**config.mk**
```make
export PLATFORM = sky130hd
export DESIGN_NAME = pipe_hazard_ctrl
export DESIGN_NICKNAME = d
export VERILOG_FILES = /design/src/rtl/pipe_pkg.sv /design/src/rtl/pipe_hazard_ctrl_match.sv /design/src/rtl/pipe_hazard_ctrl.sv
export SDC_FILE = /design/constraint.sdc
export NUM_CORES = 1
export LEC_CHECK = 0
export ABC_AREA = 1
export BUFFER_PORTS_ARGS = -buffer_cell sky130_fd_sc_hd__buf_2
export CORE_UTILIZATION = 35
export DETAILED_ROUTE_END_ITERATION = 7
export PLACE_DENSITY = 0.64
export SLEW_MARGIN = 0
export SYNTH_ARGS = -nofsm -noshare
export SYNTH_HDL_FRONTEND = slang
export SYNTH_HIERARCHICAL = 1
export SYNTH_SLANG_ARGS = --single-unit
export TNS_END_PERCENT = 30
```
**constraint.sdc**
```tcl
create_clock -name clk -period 2.6 [get_ports clk]
set_clock_uncertainty 0.05 [all_clocks]
set_input_delay 0.13 -clock clk [delete_from_list [all_inputs] [get_ports clk]]
set_output_delay 0.13 -clock clk [all_outputs]
set_load 0.02 [all_outputs]
```
**src/rtl/pipe_pkg.sv**
```systemverilog
// pipe_pkg: shared scoreboard entry type and pipeline stage/latency constants
//   RA_MAX_W / SW_MAX : storage widths of the rd and rdy fields (cover RA_W<=8, DEPTH<=8)
//   STG_EX, STG_MEM   : stage indices after ID
//   FWD_RF            : forward select meaning "use the register-file value"
//   RDY_ALU, RDY_LOAD : usual result-ready stages for ALU ops and loads
package pipe_pkg;
   localparam int RA_MAX_W = 8;
   localparam int SW_MAX = 4;
   localparam int STG_EX = 1;
   localparam int STG_MEM = 2;
   localparam int FWD_RF = 0;
   localparam int RDY_ALU = 2;
   localparam int RDY_LOAD = 3;
   typedef struct packed {
      logic valid;
      logic we;
      logic [RA_MAX_W-1:0] rd;
      logic [SW_MAX-1:0] rdy;
   } sb_entry_t;
endpackage

```
**src/rtl/pipe_hazard_ctrl_match.sv**
```systemverilog
// hazard_src_match: scans the scoreboard for one ID source operand
//   rs, used : source register and whether it is actually read
//   sb       : scoreboard slots 1..DEPTH-1 (slot 1 = EX)
//   hazard   : youngest matching producer is not ready in time
//   fwd_sel  : stage to forward from, FWD_RF when none or hazard
module hazard_src_match
   import pipe_pkg::*;
#(
   parameter int DEPTH = 3,
   parameter int RA_W = 5,
   localparam int SW = $clog2(DEPTH + 1)
) (
   input  logic [RA_W-1:0]          rs,
   input  logic                     used,
   input  sb_entry_t [DEPTH-1:1]    sb,
   output logic                     hazard,
   output logic [SW-1:0]            fwd_sel
);
   // scanning oldest to youngest lets the youngest match overwrite older ones
   always_comb begin
      hazard = 1'b0;
      fwd_sel = SW'(FWD_RF);
      for (int s = DEPTH - 1; s >= STG_EX; s--)
         if (sb[s].valid && sb[s].we && sb[s].rd == RA_MAX_W'(rs) && rs != '0 && used) begin
            hazard = s + 1 < int'(sb[s].rdy);
            fwd_sel = hazard ? SW'(FWD_RF) : SW'(s + 1);
         end
   end
endmodule

```
**src/rtl/pipe_hazard_ctrl.sv**
```systemverilog
// pipe_hazard_ctrl: scoreboard-based stall, flush and forwarding control for the ID stage
//   id_*          : ID instruction sources, destination and result-ready stage
//   ex_redirect   : EX instruction redirects the PC
//   stall         : hold PC and IF/ID
//   flush_if_id   : clear IF/ID
//   bubble_id_ex  : load a bubble into ID/EX
//   fwd_a, fwd_b  : registered forward selects aligned with EX
//   stall_cnt, flush_cnt : saturating event counters
module pipe_hazard_ctrl
   import pipe_pkg::*;
#(
   parameter int DEPTH = 3,
   parameter int RA_W = 5,
   parameter int CNT_W = 16,
   localparam int SW = $clog2(DEPTH + 1)
) (
   input  logic              clk,
   input  logic              rst,
   input  logic              id_valid,
   input  logic [RA_W-1:0]   id_rs1,
   input  logic [RA_W-1:0]   id_rs2,
   input  logic              id_rs1_used,
   input  logic              id_rs2_used,
   input  logic [RA_W-1:0]   id_rd,
   input  logic              id_we,
   input  logic [SW-1:0]     id_rdy_stage,
   input  logic              ex_redirect,
   output logic              stall,
   output logic              flush_if_id,
   output logic              bubble_id_ex,
   output logic [SW-1:0]     fwd_a,
   output logic [SW-1:0]     fwd_b,
   output logic [CNT_W-1:0]  stall_cnt,
   output logic [CNT_W-1:0]  flush_cnt
);
   // the WB slot can never match (RF is write-first), so only slots 1..DEPTH-1 are kept
   sb_entry_t [DEPTH-1:1] sb_q;
   sb_entry_t ld;
   logic haz_a, haz_b;
   logic [SW-1:0] sel_a, sel_b, rdy_c;
   assign stall = id_valid & (haz_a | haz_b) & ~ex_redirect;
   assign flush_if_id = ex_redirect;
   assign bubble_id_ex = stall | ex_redirect;
   assign rdy_c = id_rdy_stage < SW'(RDY_ALU) ? SW'(RDY_ALU) :
                  id_rdy_stage > SW'(DEPTH) ? SW'(DEPTH) : id_rdy_stage;
   assign ld = (id_valid & ~bubble_id_ex) ?
               sb_entry_t'{valid: 1'b1, we: id_we, rd: RA_MAX_W'(id_rd), rdy: SW_MAX'(rdy_c)} : '0;
   hazard_src_match #(.DEPTH(DEPTH), .RA_W(RA_W)) u_match_a (
      .rs(id_rs1), .used(id_rs1_used), .sb(sb_q), .hazard(haz_a), .fwd_sel(sel_a));
   hazard_src_match #(.DEPTH(DEPTH), .RA_W(RA_W)) u_match_b (
      .rs(id_rs2), .used(id_rs2_used), .sb(sb_q), .hazard(haz_b), .fwd_sel(sel_b));
   always_ff @(posedge clk)
      if (rst) begin
         sb_q <= '0;
         fwd_a <= '0;
         fwd_b <= '0;
         stall_cnt <= '0;
         flush_cnt <= '0;
      end else begin
         sb_q[STG_EX] <= ld;
         for (int s = 2; s < DEPTH; s++) sb_q[s] <= sb_q[s-1];
         fwd_a <= bubble_id_ex ? SW'(FWD_RF) : sel_a;
         fwd_b <= bubble_id_ex ? SW'(FWD_RF) : sel_b;
         stall_cnt <= stall_cnt + CNT_W'(stall && stall_cnt != '1);
         flush_cnt <= flush_cnt + CNT_W'(ex_redirect && flush_cnt != '1);
      end
endmodule

```
Yosys cells after proc, flatten, opt, wreduce, memory -nomap -nowiden
Cells that the tools add are included.
W data, S select, Z words.
- output and inout port bits: 39
- bits in registers: 64
- input port bits: 24
- reduce and logical (&&, ||, !) cells: 21
- $add $sub $neg: 2
- eq/ne operators: 6
- bitwise gates (word level): 8
- mux-type cells: 13
- order comparisons: 4
- operator list (kind ; number):
    $add A16 B1 Y16 ; 2
    $eq A8 B5 Y1 ; 4
    $ne A16 B16 Y1 const B ; 2
    $logic_and A1 B1 Y1 ; 16
    $mux W2 ; 8
    $mux W14 ; 1
    $reduce_bool A5 Y1 ; 2
    $lt A2 B4 Y1 const A ; 2
    $mux W1 ; 4
    $reduce_or A2 Y1 ; 2
    $and A1 B1 Y1 ; 3
    $not A1 Y1 ; 3
    $reduce_or A3 Y1 ; 1
    $gt A2 B2 Y1 const B ; 1
    $lt A2 B2 Y1 const B ; 1
    $or A1 B1 Y1 ; 2

Depth between registers and ports, before layout
- depth after elaboration: 14
- gate-level depth with buffers: 18

Modules after synthesis
The synthesis kept the hierarchy.
- by module, submodules not included (module ; times used ; cells an instance ; area each (sq um) ; seq. area each (sq um)):
    pipe_hazard_ctrl ; 1 ; 322 ; 2298.5 ; 1081.0
    hazard_src_match ; 2 ; 102 ; 420.4 ; 0.0

Least setup slack after synthesis
No wires, ideal clock.
- path kind: register to register
- from: register sb_q[8] in the netlist's numbering
- to: register stall_cnt[8]
- setup slack: 0.095 ns
- buffers on the path: 0
- data arrival time: 2.335 ns
- library setup time: 0.119 ns
- cell stages (with the launch flop): 17
- cells stage by stage: dfxtp_1 > inv_1 > nand2_1 > o21ai_0 > nor2_1 > nand3_1 > a21oi_1 > o21ai_0 > or2_2 > nor2_1 > ha_1 > ha_1 > inv_1 > nor2_1 > nand2_1 > o21ai_0 > a21oi_1
- cells in the longest elaborated chain, start to end: 10
- elaborated cells between the ends (all ways): 15
- those cells by class: add/sub: 1; eq/ne: 2; mux: 2; bitwise: 3; reduce/logical: 7
- RTL lines (item ; line ; RTL):
    start: declaration ; pipe_hazard_ctrl.sv:37 ; sb_entry_t [DEPTH-1:1] sb_q;
    start signal: indexed assignment ; pipe_hazard_ctrl.sv:60 ; sb_q[STG_EX] <= ld;
    $eq A8 B5 Y1 ; pipe_hazard_ctrl_match.sv:24 ; if (sb[s].valid && sb[s].we && sb[s].rd == RA_MAX_W'(rs) && rs != '0 && used) begin
    $logic_and A1 B1 Y1 (3 in series) ; pipe_hazard_ctrl_match.sv:24 ;
    $mux W1 ; pipe_hazard_ctrl_match.sv:24 ;
    named net haz_b ; pipe_hazard_ctrl.sv:39 ; logic haz_a, haz_b;
    $or A1 B1 Y1 ; pipe_hazard_ctrl.sv:41 ; assign stall = id_valid & (haz_a | haz_b) & ~ex_redirect;
    $and A1 B1 Y1 (2 in series) ; pipe_hazard_ctrl.sv:41 ;
    $logic_and A1 B1 Y1 ; pipe_hazard_ctrl.sv:64 ; stall_cnt <= stall_cnt + CNT_W'(stall && stall_cnt != '1);
    $add A16 B1 Y16 ; pipe_hazard_ctrl.sv:64 ;
    end signal: assignment ; pipe_hazard_ctrl.sv:64 ;
    end: declaration ; pipe_hazard_ctrl.sv:33 ; output logic [CNT_W-1:0] stall_cnt,
The timed path passes the listed nets, and every way through them passes these cells.
A chain may end at the register's enable or synchronous reset.

Final worst setup path
- from: register sb_q[13] in the netlist's numbering
- to: register stall_cnt[13]
- cells in the longest elaborated chain, start to end: 10
- elaborated cells between the ends (all ways): 14
- those cells by class: add/sub: 1; mux: 2; bitwise: 3; reduce/logical: 8
- RTL lines (item ; line):
    $logic_and A1 B1 Y1 (4 in series) ; pipe_hazard_ctrl_match.sv:24
    $mux W1 ; pipe_hazard_ctrl_match.sv:24
    named net haz_a ; pipe_hazard_ctrl.sv:39
    $or A1 B1 Y1 ; pipe_hazard_ctrl.sv:41
    $and A1 B1 Y1 (2 in series) ; pipe_hazard_ctrl.sv:41
    $logic_and A1 B1 Y1 ; pipe_hazard_ctrl.sv:64
    $add A16 B1 Y16 ; pipe_hazard_ctrl.sv:64
The timed path passes the listed nets, and every way through them passes these cells.

==> results.json <==
{
  "grt_usage": 0.183,
  "p_int_mw": 1.08,
  "root_buffer": "clkbuf_8",
  "areaGrowthSynthToFinish_pct": 26.1,
  "fmax_mhz": 412,
  "swShare": 0.265,
  "crit_type": "reg2reg",
  "finalCritPeriodShare": 0.933,
  "clk_latency_ns": 0.30,
  "grt_pass1_vias": 2977,
  "die_y_um": 95.9,
  "critPathLaunchType": "register",
  "drcViolationCount": 0,
  "drive_gt1_frac": 0.194,
  "fin_cells": 724,
  "cts_buffer_depth": 2,
  "max-cap-violations": 0,
  "vias": 3266,
  "setup-violations-final": 0,
  "wl_per_cell_um": 11.0,
  "dieArea_um2": 9190,
  "cp.arrival_ns": 2.58,
  "worstSetupEndpointType": "register",
  "gp_congestion": 0.876,
  "status": "complete, no violations",
  "hold_violations": 0,
  "hold_start": "id_rd[2]",
  "cts_tree": "built",
  "start_util": 0.368,
  "synth_cells": 520,
  "grt_pass1_wl_um": 13200,
  "avgViaCountPerCell": 4.51,
  "drt-pass1-iter-count": 4,
  "antenna_found_initial": 1,
  "hp-class": "in2reg",
  "place_ws_ns": -0.114,
  "power_mw": 1.47,
  "hpwl_um": 6330,
  "cts_buffers": 5,
  "diodes": 0,
  "combPwrFrac": 0.107,
  "setup_slack_ns": 0.173,
  "crit_start": "sb_q[13]$_SDFF_PP0_",
  "final_nets": 647,
  "core_area_um2": 8380,
  "peakVddDrop_uv": 183,
  "fin_area_um2": 3890,
  "fillers": 913,
  "p_switching_mw": 0.389,
  "required_ns": 2.76,
  "rr_startpoint": "sb_q[13]$_SDFF_PP0_",
  "path_clk_slew_ns": 0.10,
  "htree_levels": 2,
  "routed_wl_um": 8000,
  "avgSynthCellArea_um2": 5.93,
  "relSlewSlack": 0.517,
  "drt-initial-drc-count": 143,
  "p_per_area_nw_per_um2": 378,
  "syn_area_um2": 3080,
  "grt-ovfl-total": 0,
  "drv_slew": 0,
  "min_period_ns": 2.43,
  "crit_fanout": 3,
  "rsz0062_at_grt": "true",
  "power_frac_clock": 0.339,
  "placed_cells": 707,
  "port-buffer-count": 62,
  "seq_power_share": 0.555,
  "synth_warnings": 6,
  "die_width_um": 95.9,
  "row_count": 33,
  "num_io_pins": 63,
  "postRouteAntennaNets": 0,
  "dpl-instance-area_um2": 3620,
  "leakagePower_nw": 1.86,
  "cts.sink_count": 52,
  "grt_max_degree": 23,
  "worst_slew_pin_slew_ns": 0.723
}
## cell type report
class | instances | area (um2) | area share
multi-input cells | 377 | 1780 | 0.457
flip-flops and latches | 52 | 1050 | 0.270
clock buffers | 6 | 82.6 | 0.0212
well taps | 105 | 131 | 0.0338
repair buffers | 77 | 440 | 0.113
clock inverters | 2 | 13.8 | 0.00354
inverters | 105 | 394 | 0.101
## per-stage QoR
step | utilization | setup TNS, ns | hold WS, ns
6_report | 0.464 | 0 | 0.00803
5_1_grt | 0.464 | -0.000109 | 0.0189
4_1_cts | 0.455 | 0 | 0.00429
3_5_place_dp | 0.432 | -0.427 | 0.305
3_3_place_gp | 0.432 | -0.00809 | 0.302
2_1_floorplan | - | 0 | 0.192
## path summary, 6_finish.rpt
check	end	cells past startpoint	slack, ns
worst max register to register	stall_cnt[13]$_SDFF_PP0_	18	0.17
worst min register to register	sb_q[27]$_SDFF_PP0_	2	0.39
worst min-delay path	sb_q[6]$_SDFF_PP0_	3	0.008
worst max-delay path	stall_cnt[13]$_SDFF_PP0_	18	0.17
## cells in the final DEF (no fill, tap or decap), drive strengths merged, types with 11 or more instances in the layout
cell type    n
dfxtp       52
a21oi       24
conb        20
nor2       111
nand2      144
nand3       30
o21ai       11
buf         70
inv        106
nand4       13
## sequential cells by signal, indices dropped and copies added, names as in the netlist
| register | count |
|---|---|
| sb_q | 16 |
| flush_cnt | 16 |
| fwd_b | 2 |
| fwd_a | 2 |
| stall_cnt | 16 |
## what timing repair did
| item | CTS | global route |
|---|---|---|
| buffers inserted | 1 | 1 |
| pin swaps | 1 | 11 |
| endpoints found under the hold margin | 6 | 0 |
| gates resized for setup | 10 | 21 |
| hold buffers | 7 | 0 |
| endpoints found under the setup margin | 12 | 13 |
## critical path: stages (launching register included)
cell and delay (ns):
dfxtp_2 0.35, nand2_1 0.06, nor2_2 0.13, nand2_1 0.07, nor2_1 0.10, nand3_1 0.12, a21oi_2 0.19, o21ai_2 0.07
or2_4 0.24, nor2_4 0.09, ha_4 0.13, buf_4 0.12, nand2_1 0.09, nor2_4 0.13, nand2_1 0.10, nor2_2 0.11
nand2_1 0.06, nand2_1 0.05, nor2_1 0.05
## power groups by stage
stage / sequential (mW) / combinational (mW) / clock, mW
after floorplan: 0.835 / 0.0925 / 0
after global placement: 0.834 / 0.143 / 0
after detailed placement: 0.834 / 0.144 / 0
after CTS: 0.816 / 0.153 / 0.514
after global routing: 0.818 / 0.180 / 0.548
final: 0.816 / 0.157 / 0.498
## routing by layer
metal | share of wire | up-vias | routed length (um) | global-route usage
met1 | 0.49 | 1429 | 3930 | 0.237
li1 | - | 1754 | - | -
met2 | 0.44 | 71 | 3490 | 0.291
met5 | 0 | - | 0 | 0
met4 | 0.020 | 0 | 159 | 0.0734
met3 | 0.053 | 12 | 427 | 0.0442
(Power assumes the default switching activity.)
